File: src/rtl/vip_pkg.sv
// Shared types and defaults for the vector inner-product pipeline.
// The fp word width and the group FSM states live here.
package vip_pkg;

    localparam int DEF_SIG_WIDTH = 23;
    localparam int DEF_EXP_WIDTH = 8;
    localparam int FP_W = DEF_SIG_WIDTH + DEF_EXP_WIDTH + 1;

    typedef logic [FP_W-1:0] fp_t;

    typedef enum logic [1:0] {
        IDLE,
        COLLECT,
        DONE
    } state_t;

endpackage

File: src/rtl/vip_fp_key.sv
// Maps an IEEE-754 bit pattern to an unsigned key with the same ordering.
// Positive values get the MSB set; negative values are bit-inverted.
module vip_fp_key #(
    parameter int W = 32
) (
    input  logic [W-1:0] data,
    output logic [W-1:0] key
);

    always_comb begin
        key = data;
        if (data[W-1]) begin
            key = ~data;
        end else begin
            key[W-1] = 1'b1;
        end
    end

endmodule

File: src/rtl/vip_group_argmax.sv
// Groups GROUP consecutive fp samples and reports max, min and argmax
// as a registered one-cycle pulse.
module vip_group_argmax
    import vip_pkg::*;
#(
    parameter int SIG_WIDTH = DEF_SIG_WIDTH,
    parameter int EXP_WIDTH = DEF_EXP_WIDTH,
    parameter int GROUP     = 4,
    parameter int IDX_W     = 2
) (
    input  logic                         clk,
    input  logic                         rst,
    input  logic                         in_valid,
    input  logic [SIG_WIDTH+EXP_WIDTH:0] in_data,
    input  logic                         clear,
    output logic                         out_valid,
    output logic [SIG_WIDTH+EXP_WIDTH:0] out_max,
    output logic [SIG_WIDTH+EXP_WIDTH:0] out_min,
    output logic [IDX_W-1:0]             out_idx
);

    localparam int W = SIG_WIDTH + EXP_WIDTH + 1;

    state_t state, state_nxt;

    logic [IDX_W-1:0] cnt;
    logic [W-1:0]     max_r, min_r, min_key_r;
    logic [IDX_W-1:0] idx_r;

    logic [W-1:0]     key_s, key_max;
    logic [W-1:0]     max_nxt, min_nxt, min_key_nxt;
    logic [IDX_W-1:0] idx_nxt;
    logic             first, last;

    vip_fp_key #(.W(W)) u_key_smp (
        .data (in_data),
        .key  (key_s)
    );

    vip_fp_key #(.W(W)) u_key_max (
        .data (max_r),
        .key  (key_max)
    );

    // clear with a coincident sample restarts the group at that sample
    assign first = clear || (state != COLLECT);
    assign last  = in_valid && !first && (cnt == IDX_W'(GROUP - 1));

    always_comb begin
        max_nxt     = max_r;
        idx_nxt     = idx_r;
        min_nxt     = min_r;
        min_key_nxt = min_key_r;
        if (first) begin
            max_nxt     = in_data;
            idx_nxt     = '0;
            min_nxt     = in_data;
            min_key_nxt = key_s;
        end else begin
            if (key_s > key_max) begin
                max_nxt = in_data;
                idx_nxt = cnt;
            end
            if (key_s < min_key_r) begin
                min_nxt     = in_data;
                min_key_nxt = key_s;
            end
        end
    end

    always_ff @(posedge clk) begin
        if (rst) begin
            state <= IDLE;
        end else begin
            state <= state_nxt;
        end
    end

    always_comb begin
        state_nxt = state;
        if (last) begin
            state_nxt = DONE;
        end else if (in_valid) begin
            state_nxt = COLLECT;
        end else if (clear || state == DONE) begin
            state_nxt = IDLE;
        end
    end

    always_ff @(posedge clk) begin
        if (rst) begin
            cnt       <= '0;
            max_r     <= '0;
            min_r     <= '0;
            min_key_r <= '0;
            idx_r     <= '0;
            out_valid <= 1'b0;
            out_max   <= '0;
            out_min   <= '0;
            out_idx   <= '0;
        end else begin
            if (in_valid) begin
                max_r     <= max_nxt;
                min_r     <= min_nxt;
                min_key_r <= min_key_nxt;
                idx_r     <= idx_nxt;
                if (last) begin
                    cnt <= '0;
                end else if (first) begin
                    cnt <= IDX_W'(1);
                end else begin
                    cnt <= cnt + IDX_W'(1);
                end
            end else if (clear) begin
                cnt <= '0;
            end
            out_valid <= last;
            out_max   <= last ? max_nxt : '0;
            out_min   <= last ? min_nxt : '0;
            out_idx   <= last ? idx_nxt : '0;
        end
    end

endmodule
File: config.mk
export PLATFORM = sky130hd
export DESIGN_NAME = vip_group_argmax
export DESIGN_NICKNAME = d
export VERILOG_FILES = /design/src/rtl/vip_pkg.sv /design/src/rtl/vip_fp_key.sv /design/src/rtl/vip_group_argmax.sv
export SDC_FILE = /design/constraint.sdc
export NUM_CORES = 1
export LEC_CHECK = 0
export BUFFER_PORTS_ARGS = -buffer_cell sky130_fd_sc_hd__buf_2
export CELL_PAD_IN_SITES_DETAIL_PLACEMENT = 1
export CELL_PAD_IN_SITES_GLOBAL_PLACEMENT = 1
export CORE_ASPECT_RATIO = 1.75
export CORE_MARGIN = 3
export CORE_UTILIZATION = 40
export DETAILED_ROUTE_END_ITERATION = 16
export PLACE_DENSITY = 0.87
export SLEW_MARGIN = 40
export SYNTH_ARGS = -nofsm -noshare
export SYNTH_HDL_FRONTEND = slang
export SYNTH_SLANG_ARGS = --single-unit
File: constraint.sdc
create_clock -name clk -period 3.7 [get_ports clk]
set_clock_uncertainty 0.1 [all_clocks]
set_input_delay 0.555 -clock clk [delete_from_list [all_inputs] [get_ports clk]]
set_output_delay 0.555 -clock clk [all_outputs]
set_load 0.1 [all_outputs]
### Word level (Yosys, flattened, before mapping)

Index checks and enable logic that the tools add are counted.

* add/subtract/negate cells: 1
* magnitude comparators: 2
* equal/unequal tests: 3
* mux-type cells: 19
* bitwise operators: 3
* reduce and logical (&&, ||, !) cells: 12

Operators by type and width (count)
* $mux W32: 6
* $not A32 Y32: 2
* $mux W31: 2
* $gt A32 B32 Y1: 1
* $lt A32 B32 Y1: 1
* $mux W2: 9
* $reduce_bool A2 Y1: 3
* $eq A2 B2 Y1 const B: 2
* $reduce_or A2 Y1: 2
* $reduce_bool A3 Y1: 1
* $add A2 B1 Y2 const B: 1
* $logic_and A1 B1 Y1: 2
* $logic_or A1 B1 Y1: 2
* $mux W1: 2
* $ne A2 B1 Y1 const B: 1
* $reduce_and A2 Y1: 1
* $logic_not A1 Y1: 1
* $not A1 Y1: 1

* register bits: 169
* bits of input ports: 36
* output and inout port bits: 67
* logic and storage cells: 51

### Depth between registers and ports, before layout

Gate-level depths: netlist of the first run.

* word-level depth: 7
* depth in mapped cells: 13
* gate-level depth less buffers: 9

### Hierarchy

From an unflattened synthesis of the first run, not the netlist that was laid out.

* cells, all modules: 892
* area, all modules: 8329.2 sq um

Modules (own cells, without submodules)
* vip_group_argmax: times used 1, cells each 820, area an instance 7636.1 sq um, seq. area each 3383.2 sq um
* vip_fp_key: times used 2, cells each 36, area an instance 346.6 sq um, seq. area each 0.0 sq um

### Worst setup path before layout of the first run

Ideal clock, no wire load.

* kind: in2reg
* from: in in_data[31]
* to: reg max_r[12]
* setup time: 0.130 ns
* arrival time: 3.352 ns
* data required time: 3.470 ns
* slack: 0.118 ns
* stages: 13
* cell sequence: buf_2 -> buf_1 -> xor2_1 -> ha_1 -> a21o_1 -> nand3_1 -> a21oi_1 -> o41a_1 -> o41ai_2 -> buf_4 -> buf_6 -> mux2i_1 -> nor2_1

* elaborated cells between the ends (all ways): 6

RTL lines
* start, declared: RTL line vip_group_argmax.sv:14 `input logic [SIG_WIDTH+EXP_WIDTH:0] in_data,`
* $mux W31: RTL line vip_fp_key.sv:12 `if (data[W-1]) begin`
* named net key_s[9]: RTL line vip_group_argmax.sv:30 `logic [W-1:0] key_s, key_max;`
* $gt A32 B32 Y1: RTL line vip_group_argmax.sv:60 `if (key_s > key_max) begin`
* $mux W32: RTL line vip_group_argmax.sv:60
* $mux W32: RTL line vip_group_argmax.sv:54 `if (first) begin`
* end signal, assigned: RTL line vip_group_argmax.sv:103 `max_r <= max_nxt;`
* end, declared: RTL line vip_group_argmax.sv:27 `logic [W-1:0] max_r, min_r, min_key_r;`

The timed path passes the listed nets, and every way through them passes these cells.
A chain may end at the register's enable or synchronous reset.

### Worst setup path after layout of the first run

* from: in in_data[31]
* to: reg max_r[8]

The elaborated chain is that of the path after synthesis.

==> results.yml, run 1 <==
hold_path:
  min_from: "in_data[3]"
  hold_depth: 3
  whs_endpoint: "out_min[3]"
  hold_path_class: "in2reg"
worst_setup_path:
  ff2ff_path_depth: 11
  cp-start-kind: "input pin"
  r2r_slack_ps: 490
  critical_path.max_stage_delay_ps: 460
  arrival_ps: 3550
  timing.rr.end: "max_r[8]"
  cp_max_fo: 18
  crit_buf_inv: 3
  cpMaxStageDelayCell: "o41a_1"
  end_kind: "flop"
  critical_path_class: "in2reg"
  crit_path_cell_trace: "buf_2, buf_12, xor2_1, ha_1, nand4_1, or3_1, a21oi_1, o41a_1, o41ai_4, buf_4, mux2i_1, nor2_1"
  required_ps: 3890
  critPathTopFamily: "compound AO/OA/AOI/OAI gates"
  r2r_start: "max_r[31]"
clocking:
  cts_sinks: 169
  ctsRootBufferMaster: "clkbuf_16"
  hold_buffers: 0
  htreeDepth: 4
  clock_latency_ps: 430
  post_cts.repair.setup_buffers: 0
  path_clk_slew_ps: 70
  cts.path.max_buffers: 2
  cts.repair.resized: 0
  cts_tree: "built"
  cts_buffers: 17
logic_synthesis:
  syn-num-nets: 997
  ys_seq_area_share_pct: 41.4
  synthArstFlopShare_pct: 0
  ys.flop_type: "dfxtp_1"
  synth_edf_count: 0
  synth_cell_types: 45
  avgSynthCellArea_um2: 9.11
  synth_cells: 897
  yosysWarningCount: 0
  synth-seq-cells: 169
  syn-cell-area_um2: 8170
global_route:
  grt-ovfl-total: 0
  antenna_found_initial: 1
  grt_pass1_vias: 7115
  grt_max_degree: 74
  grt_pass1_wl_um: 35400
  grt_usage_pct: 19.7
drt:
  drt-vias-per-instance: 5.35
  antenna_left: 0
  drt_wl_total_um: 21100
  drc: 0
  vias: 6671
  drt_iter0_markers: 270
  wl_per_cell_um: 16.9
  drtPass1Iterations: 4
sta:
  worst_pin_slew_ps: 790
  hold_viol_final: 0
  rsz0062_at_grt: "false"
  finalSetupViolations: 0
  period_share_pct: 90.8
  report.final.slew_viol_count: 0
  slew-limit-headroom_pct: 47.4
  fin_ws_ps: 341
  max_freq_mhz: 298
  fin_crit_ps: 3360
cells_and_area:
  drive_above_1_share_pct: 17.1
  syn2layout_area_growth_pct: 18.1
  fillers: 2323
  layout.cells.non_filler: 1248
  fin_util_pct: 48.5
  final_nets: 1089
floorplan:
  pin_count: 103
  fp.dieArea_um2: 22200
  start_util_pct: 41.0
  die_width_um: 114
  die_h_um: 195
  num_rows: 68
  coreArea_um2: 19900
power_and_ir_drop:
  vdd_ir_drop_max_mv: 0.299
  pwr-share-seq_pct: 40.4
  switchingPower_mw: 1.49
  p_sw_share_pct: 30.2
  p_int_mw: 3.44
  pwr_density_cell_nw_per_um2: 511
  p_comb_share_pct: 22.5
  clkPwrFrac_pct: 37.1
  leakage_nw: 4.29
placed_design:
  io_buffers: 102
  pre_cts_ws_ps: -44.3
  place_inst: 1215
  gp_congestion: 0.841
  hpwl_um: 15100
flow_run:
  maxCapViolCount: 0
status:
  status: "finished clean"
[layer usage]
metal / vias to the layer above / track usage [%] / wire [um]
met1: 3271 / 21.8 / 8470
met5: - / 0 / 0
met4: 0 / 8.19 / 495
met2: 125 / 36.3 / 11600
met3: 35 / 3.16 / 618
li1: 3240 / - / -
[sequential cells by signal, summed over array words and instances (netlist names)]
register,count
cnt,2
idx_r,2
max_r,32
min_key_r,32
min_r,32
out_idx,2
out_max,32
out_min,32
out_valid,1
state,2
[synthesized netlist by cell type (4+ instances only)]
master / n / area, um2
a21o_1: 4 / 30.0
a21oi_1: 29 / 145
buf_1: 12 / 45.0
buf_2: 8 / 40.0
buf_4: 4 / 30.0
buf_6: 8 / 90.1
clkbuf_1: 24 / 90.1
dfxtp_1: 169 / 3380
ha_1: 64 / 801
inv_1: 34 / 128
mux2i_1: 103 / 1030
nand2_1: 73 / 274
nand3_1: 64 / 320
nand4_1: 11 / 68.8
nor2_1: 116 / 435
nor3_1: 4 / 20.0
o21ai_0: 67 / 335
xnor2_1: 31 / 272
xor2_1: 32 / 280
[cells in the final DEF (no fill, tap or decap), types with 2 or more instances in the layout]
master	instances
a211oi_1	3
a211oi_2	3
a21o_1	4
a21oi_1	29
a31oi_1	2
and4_1	3
buf_12	9
buf_2	101
buf_4	19
bufinv_16	2
clkbuf_16	17
clkbuf_8	3
clkinv_4	4
clkinvlp_4	2
dfxtp_1	168
ha_1	64
inv_1	34
inv_6	3
mux2i_1	103
nand2_1	73
nand2b_1	2
nand3_1	64
nand3b_1	2
nand4_1	11
nand4b_1	3
nor2_1	116
nor3_1	4
o211ai_1	2
o21ai_0	67
o21ai_4	2
o41a_1	2
xnor2_1	31
xor2_1	32
[how the worst max path moves through the flow]
stage | start | cells after the start | slack [ps] | end
after floorplan | in_data[31] | 13 | 120 | max_r[12]
after global placement | in_data[31] | 13 | 130 | max_r[8]
after detailed placement | in_data[31] | 12 | -40 | max_r[16]
after CTS | in_data[31] | 12 | 380 | max_r[8]
after global routing | in_data[31] | 12 | 210 | max_r[7]
final | in_data[31] | 12 | 340 | max_r[8]
[worst min-delay path, cell delays in order]
cell and delay, ps:
buf_2 130, nand3_1 70, o21ai_0 60
[cell families (layout without fill, tap and decap cells)]
group / after synthesis / after routing / share of synthesized area [%]
compound gates: 122 / 122 / 8.99
xor+xnor: 63 / 63 / 6.75
fa+ha+maj: 64 / 64 / 9.80
buf+inv: 92 / 197 / 5.27
flops: 169 / 169 / 41.4
mux: 103 / 103 / 12.6
other cells: 0 / 1 / 0
simple gates: 284 / 284 / 15.1
[power by group through the flow]
| stage | clock network [mW] | registers (mW) | logic [mW] |
|---|---|---|---|
| final | 1.83 | 1.99 | 1.11 |
| after global routing | 1.95 | 2.01 | 1.23 |
| after CTS | 1.87 | 1.99 | 1.12 |
| after detailed placement | 0 | 2.03 | 1.11 |
| after global placement | 0 | 2.03 | 1.04 |
| after floorplan | 0 | 2.01 | 0.781 |
[cell type report]
type                    instances  area, um2  share of cell area (%)
multi-input cells             636       4380                    45.4
flip-flops and latches        169       3380                    35.1
well taps                     245        307                    3.18
diodes                          1       2.50                  0.0259
clock inverters                11        136                    1.41
clock buffers                  21        470                    4.88
inverters                      36        136                    1.41
repair buffers                129        828                    8.59
[through the flow]
stage	TNS, ps	hold slack, ps	area [um2]	power (mW)
6_report	0	315	9650	4.93
3_5_place_dp	-299	354	9040	3.14
4_1_cts	0	301	9640	4.98
3_3_place_gp	0	348	9040	3.07
5_1_grt	0	327	9650	5.19
2_1_floorplan	0	335	8170	2.79
Power figures use the tool's default switching activity.
==> inputs of run 2 (changes only) <==
Settings changed: GPL_TIMING_DRIVEN from default to 0.
==> run 2 against run 1 <==
Routed wire length increased by 22%. First-iteration DRC count rose by 24%. Critical endpoint is now max_r[28]. Cell area barely moved. Total power barely moved. Largest power group unchanged. Worst setup slack got worse by 220 ps. Die area unchanged. Hold slack got worse by 9.3 ps. Largest cell class unchanged. Sequential share of layout area hardly changed. Non-clock buffer count up 27. Cell count rose by 2.1%. Via count grew 5.8%.
==> results.yml, run 2 (same netlist as run 1, synthesis figures left out) <==
cells_and_area:
  fin_util_pct: 48.5
  antenna_cells: 0
  fin_area_um2: 9650
  fillers: 2380
  final_cell_mix: "dfxtp_1 (168), nor2_1 (116), buf_2 (108)"
  syn2layout_area_growth_pct: 18.2
  final_nets: 1116
  final_common_cell: "dfxtp_1"
  drive_above_1_share_pct: 18.1
sta:
  period_share_pct: 96.6
  slew-limit-headroom_pct: 47.0
  worst_pin_slew_ps: 791
  max_freq_mhz: 280
  rsz0062_at_grt: "true"
  fin_crit_ps: 3570
  finalSetupViolations: 0
  fin_ws_ps: 126
  report.final.slew_viol_count: 0
  hold_viol_final: 0
clocking:
  htreeDepth: 4
  cts_tree: "built"
  hold_buffers: 0
  path_clk_slew_ps: 70
  cts.path.max_buffers: 2
  ctsRootBufferMaster: "clkbuf_16"
  cts_sinks: 169
  clock_latency_ps: 460
  cts_buffers: 17
drt:
  dr_wl_met3_um: 1090
  wl_met2_um: 14000
  vias: 7058
  drt_wl_total_um: 25700
  drt-met1-wl_um: 9670
  highest_layer: "met4"
  antenna_left: 0
  wl_per_cell_um: 20.2
  drc: 0
  drt-vias-per-instance: 5.54
  drt_iter0_markers: 335
  drtPass1Iterations: 4
worst_setup_path:
  cpMaxStageDelayCell: "o41a_1"
  crit_path_cell_trace: "buf_2, buf_4, buf_6, xor2_1, ha_1, nand4_1, or3_1, a21oi_1, o41a_1, o41ai_2, buf_4, buf_6, mux2i_1, nor2_1"
  crit_buf_inv: 5
  end_kind: "flop"
  cp_max_fo: 10
  required_ps: 3910
  cp-start-kind: "input pin"
  critPathTopFamily: "buffers and inverters"
  critical_path.max_stage_delay_ps: 460
  arrival_ps: 3790
  critical_path_class: "in2reg"
placed_design:
  io_buffers: 100
  pre_cts_ws_ps: -1140
  gp_congestion: 0.883
  post_dp_cell_area_um2: 8980
  hpwl_um: 17900
floorplan:
  start_util_pct: 41.0
  coreArea_um2: 19900
  die_width_um: 114
  pin_count: 103
  die_h_um: 195
  fp.dieArea_um2: 22200
  num_rows: 68
global_route:
  grt-ovfl-total: 0
  grt_max_degree: 18
  antenna_found_initial: 0
  grt_pass1_wl_um: 41000
  grt_usage_pct: 23.5
  grt_pass1_vias: 7818
power_and_ir_drop:
  pwr_density_cell_nw_per_um2: 511
  vdd_ir_drop_max_mv: 0.284
  total_power_mw: 4.94
  leakage_nw: 4.33
hold_path:
  hold_path_class: "in2reg"
status:
  status: "finished clean"
flow_run:
  maxCapViolCount: 0
==> run 2: changes by cell type in the layout (fill, tap and decap cells not counted), sizes merged <==
cell      previous run  this run
bufinv               2         0
diode                1         0
clkinvlp             2         0
buf                129       133
inv                 37        47
clkinv               6         3
clkbuf              21        41
==> run 2: power breakdown <==
part	total, mW	internal (mW)	switching (mW)	leakage [nW]
logic	1.21	0.455	0.751	2.67
registers	1.99	1.93	0.0694	1.38
clock network	1.73	0.889	0.846	0.277
==> run 2: layout make-up <==
| type | count | area (um2) | area share (%) |
|---|---|---|---|
| Clock buffer | 18 | 429 | 4.45 |
| Sequential cell | 169 | 3380 | 35.1 |
| Tap cell | 245 | 307 | 3.18 |
| Clock inverter | 14 | 123 | 1.27 |
| Multi-Input combinational cell | 636 | 4430 | 45.9 |
| Timing Repair Buffer | 101 | 508 | 5.26 |
| Inverter | 36 | 135 | 1.40 |
| Buffer | 55 | 338 | 3.50 |
==> run 2: worst paths after layout <==
check | startpoint | slack (ps) | endpoint | depth (start not counted)
setup / recovery | in_data[31] | 130 | max_r[28] | 14
hold / removal | in_data[18] | 310 | out_min[18] | 3
setup reg to reg | max_r[31] | 230 | out_idx[0] | 10
hold reg to reg | min_r[22] | 360 | out_min[22] | 2
==> run 2: through the flow <==
stage,hold slack [ps],cells,TNS [ps]
floorplan,335,897,0
global placement,348,1242,-119860
detailed placement,359,1242,-132140
CTS,292,1273,0
global route,320,1274,-15.7
finish,306,1274,0
==> run 2: repair_timing <==
item                                    CTS  global route
resized for setup                        29            13
setup buffers                             0             1
endpoints found under the setup margin  164            49
pin swaps                                 0             1
==> run 2: per-layer routing <==
| layer | global-route usage [%] | vias up |
|---|---|---|
| met5 | 0 | - |
| met2 | 42.9 | 172 |
| li1 | - | 3289 |
| met4 | 12.2 | 0 |
| met3 | 4.12 | 68 |
| met1 | 25.4 | 3529 |
==> run 2: worst reg2reg max path, stage by stage (launching register included) <==
cell and delay [ps]:
dfxtp_2 420, buf_2 350, xnor2_1 170, ha_1 280
nand4_1 260, nor2_1 110, a22oi_1 260, o211ai_1 290
o21ai_4 430, clkbuf_2 390, o21ai_0 240
==> inputs of run 3 (changes only) <==
Settings changed: CORE_UTILIZATION 40 to 42, CTS_BUF_LIST from default to sky130_fd_sc_hd__clkbuf_4, PLACE_DENSITY 0.87 to 0.9.
==> run 3 against run 2 <==
Sequential share of layout area increased by 1.3 points. Critical path depth decreased by 1. Register-to-register slack got worse by 80 ps. Die area decreased by 4.6%. Worst setup slack got worse by 0.63 ps. First-iteration DRC count decreased by 13%.
==> results.yml, run 3 (same netlist as run 1, synthesis figures left out) <==
drt:
  drt-vias-per-instance: 5.46
  wl_met2_um: 13100
  drc: 0
  drt_iter0_markers: 292
  drt_wl_total_um: 24500
  vias: 6929
  highest_layer: "met4"
  wl_per_cell_um: 19.3
  antenna_left: 0
  drt-met1-wl_um: 9370
  drtPass1Iterations: 5
  dr_wl_met3_um: 992
worst_setup_path:
  r2r_slack_ps: 150
  required_ps: 4030
  endpoint: "out_max[30]"
  critPathTopFamily: "buffers and inverters"
  ff2ff_path_depth: 12
  r2r_start: "max_r[31]"
  crit_start: "in_data[31]"
  crit_path_cell_trace: "buf_2, buf_2, clkbuf_4, xor2_2, ha_1, nand4_1, or3_1, a21oi_1, o41a_1, o21ai_4, buf_4, mux2i_1, nor2_1"
  cp_common_cell: "buf_2"
  cpMaxStageDelayCell: "o41a_1"
  cp-start-kind: "input pin"
  path_depth: 13
  timing.rr.end: "out_max[30]"
  cp_max_fo: 10
  end_kind: "flop"
  critical_path.max_stage_delay_ps: 480
  critical_path_class: "in2reg"
  crit_buf_inv: 4
  arrival_ps: 3910
clocking:
  cts.path.max_buffers: 2
  path_clk_slew_ps: 150
  cts_buffers: 17
  ctsRootBufferMaster: "clkbuf_4"
  clock_latency_ps: 610
  hold_buffers: 0
  cts_tree: "built"
  cts_sinks: 169
  htreeDepth: 4
cells_and_area:
  syn2layout_area_growth_pct: 14.0
  fillers: 2260
  final_common_cell: "dfxtp_1"
  layout.cells.non_filler: 1268
  final_cell_mix: "dfxtp_1 (169), nor2_1 (116), buf_2 (109)"
  drive_above_1_share_pct: 17.7
  final_nets: 1117
power_and_ir_drop:
  pwr-share-seq_pct: 47.5
  vdd_ir_drop_max_mv: 0.204
  p_int_mw: 2.71
  pwr_density_cell_nw_per_um2: 450
  clkPwrFrac_pct: 24.9
  p_sw_share_pct: 35.4
  switchingPower_mw: 1.49
  p_comb_share_pct: 27.6
  leakage_nw: 4.17
placed_design:
  io_buffers: 100
  gp_congestion: 0.896
  hpwl_um: 18100
  place_inst: 1235
floorplan:
  start_util_pct: 43.4
  die_h_um: 190
  fp.dieArea_um2: 21200
  coreArea_um2: 18800
  pin_count: 103
  die_width_um: 111
  num_rows: 66
global_route:
  grt_max_degree: 17
  grt-ovfl-total: 0
  grt_usage_pct: 23.3
  grt_pass1_vias: 7620
  antenna_found_initial: 1
  grt_pass1_wl_um: 39200
sta:
  hold_viol_final: 0
  finalSetupViolations: 0
  fin_crit_ps: 3570
  slew-limit-headroom_pct: 45.5
  worst_pin_slew_ps: 813
  max_freq_mhz: 280
  report.final.slew_viol_count: 0
  hold_ws_ps: 140
  rsz0062_at_grt: "false"
  period_share_pct: 96.6
status:
  status: "finished clean"
hold_path:
  hold_path_class: "in2reg"
flow_run:
  maxCapViolCount: 0
-- run 3: cell types whose count changed in the layout (fill, tap and decap cells not counted), sizes merged --
| cell | before | now |
|---|---|---|
| inv | 47 | 38 |
| clkinvlp | 0 | 6 |
| clkbuf | 41 | 45 |
| buf | 133 | 130 |
| bufinv | 0 | 1 |
| clkinv | 3 | 4 |
| diode | 0 | 1 |
-- run 3: timing repair --
action	CTS	global route
setup endpoints to repair	136	109
gates cloned	0	0
pin swaps	0	1
hold endpoints to repair	0	0
buffers inserted	0	1
gates resized for setup	15	17
-- run 3: worst min path at each step --
stage | from | endpoint | slack, ps | cells past startpoint
after floorplan | min_r[0] | out_min[0] | 340 | 2
after global placement | min_r[17] | out_min[17] | 350 | 2
after detailed placement | min_r[1] | out_min[1] | 360 | 2
after CTS | in_data[15] | out_max[15] | 110 | 3
after global routing | in_data[17] | out_max[17] | 140 | 3
final | in_data[18] | out_max[18] | 140 | 3
-- run 3: power by group through the flow --
stage / logic, mW / registers [mW] / clock network (mW)
6_report: 1.16 / 1.99 / 1.04
3_5_place_dp: 1.13 / 2.03 / 0
5_1_grt: 1.27 / 2.00 / 1.13
3_3_place_gp: 1.06 / 2.02 / 0
4_1_cts: 1.15 / 1.99 / 1.07
2_1_floorplan: 0.781 / 2.01 / 0
-- run 3: per-layer routing --
layer	track usage, %	vias up
li1	-	3290
met1	24.9	3401
met5	0	-
met2	43.1	171
met4	12.6	0
met3	4.13	67
-- run 3: layout make-up --
class	count	area (um2)	share of cell area [%]
timing repair buffer	101	508	5.46
sequential	169	3380	36.3
tap	238	298	3.20
multi-input combinational	636	4400	47.3
clock buffer	18	135	1.45
inverter	36	135	1.45
antenna	1	2.50	0.0269
clock inverter	13	123	1.32
buffer	56	327	3.51
-- run 3: metrics by stage --
stage	area, um2	TNS (ps)	util (%)	power [mW]	worst slack [ps]
detailed placement	8970	-131760	47.7	3.16	-1180
global placement	8970	-114170	47.6	3.08	-1060
floorplan	8170	0	-	2.79	118
CTS	9270	0	49.2	4.21	20.8
global route	9310	0	49.5	4.41	8.29
finish	9310	0	49.5	4.19	125
-- run 3: worst min-delay path, delay by kind of cell --
family / cells / cell delay [ps]
buffers and inverters: 1 / 130
AO/OA/AOI/OAI: 1 / 60
AND/OR/NAND/NOR: 1 / 50
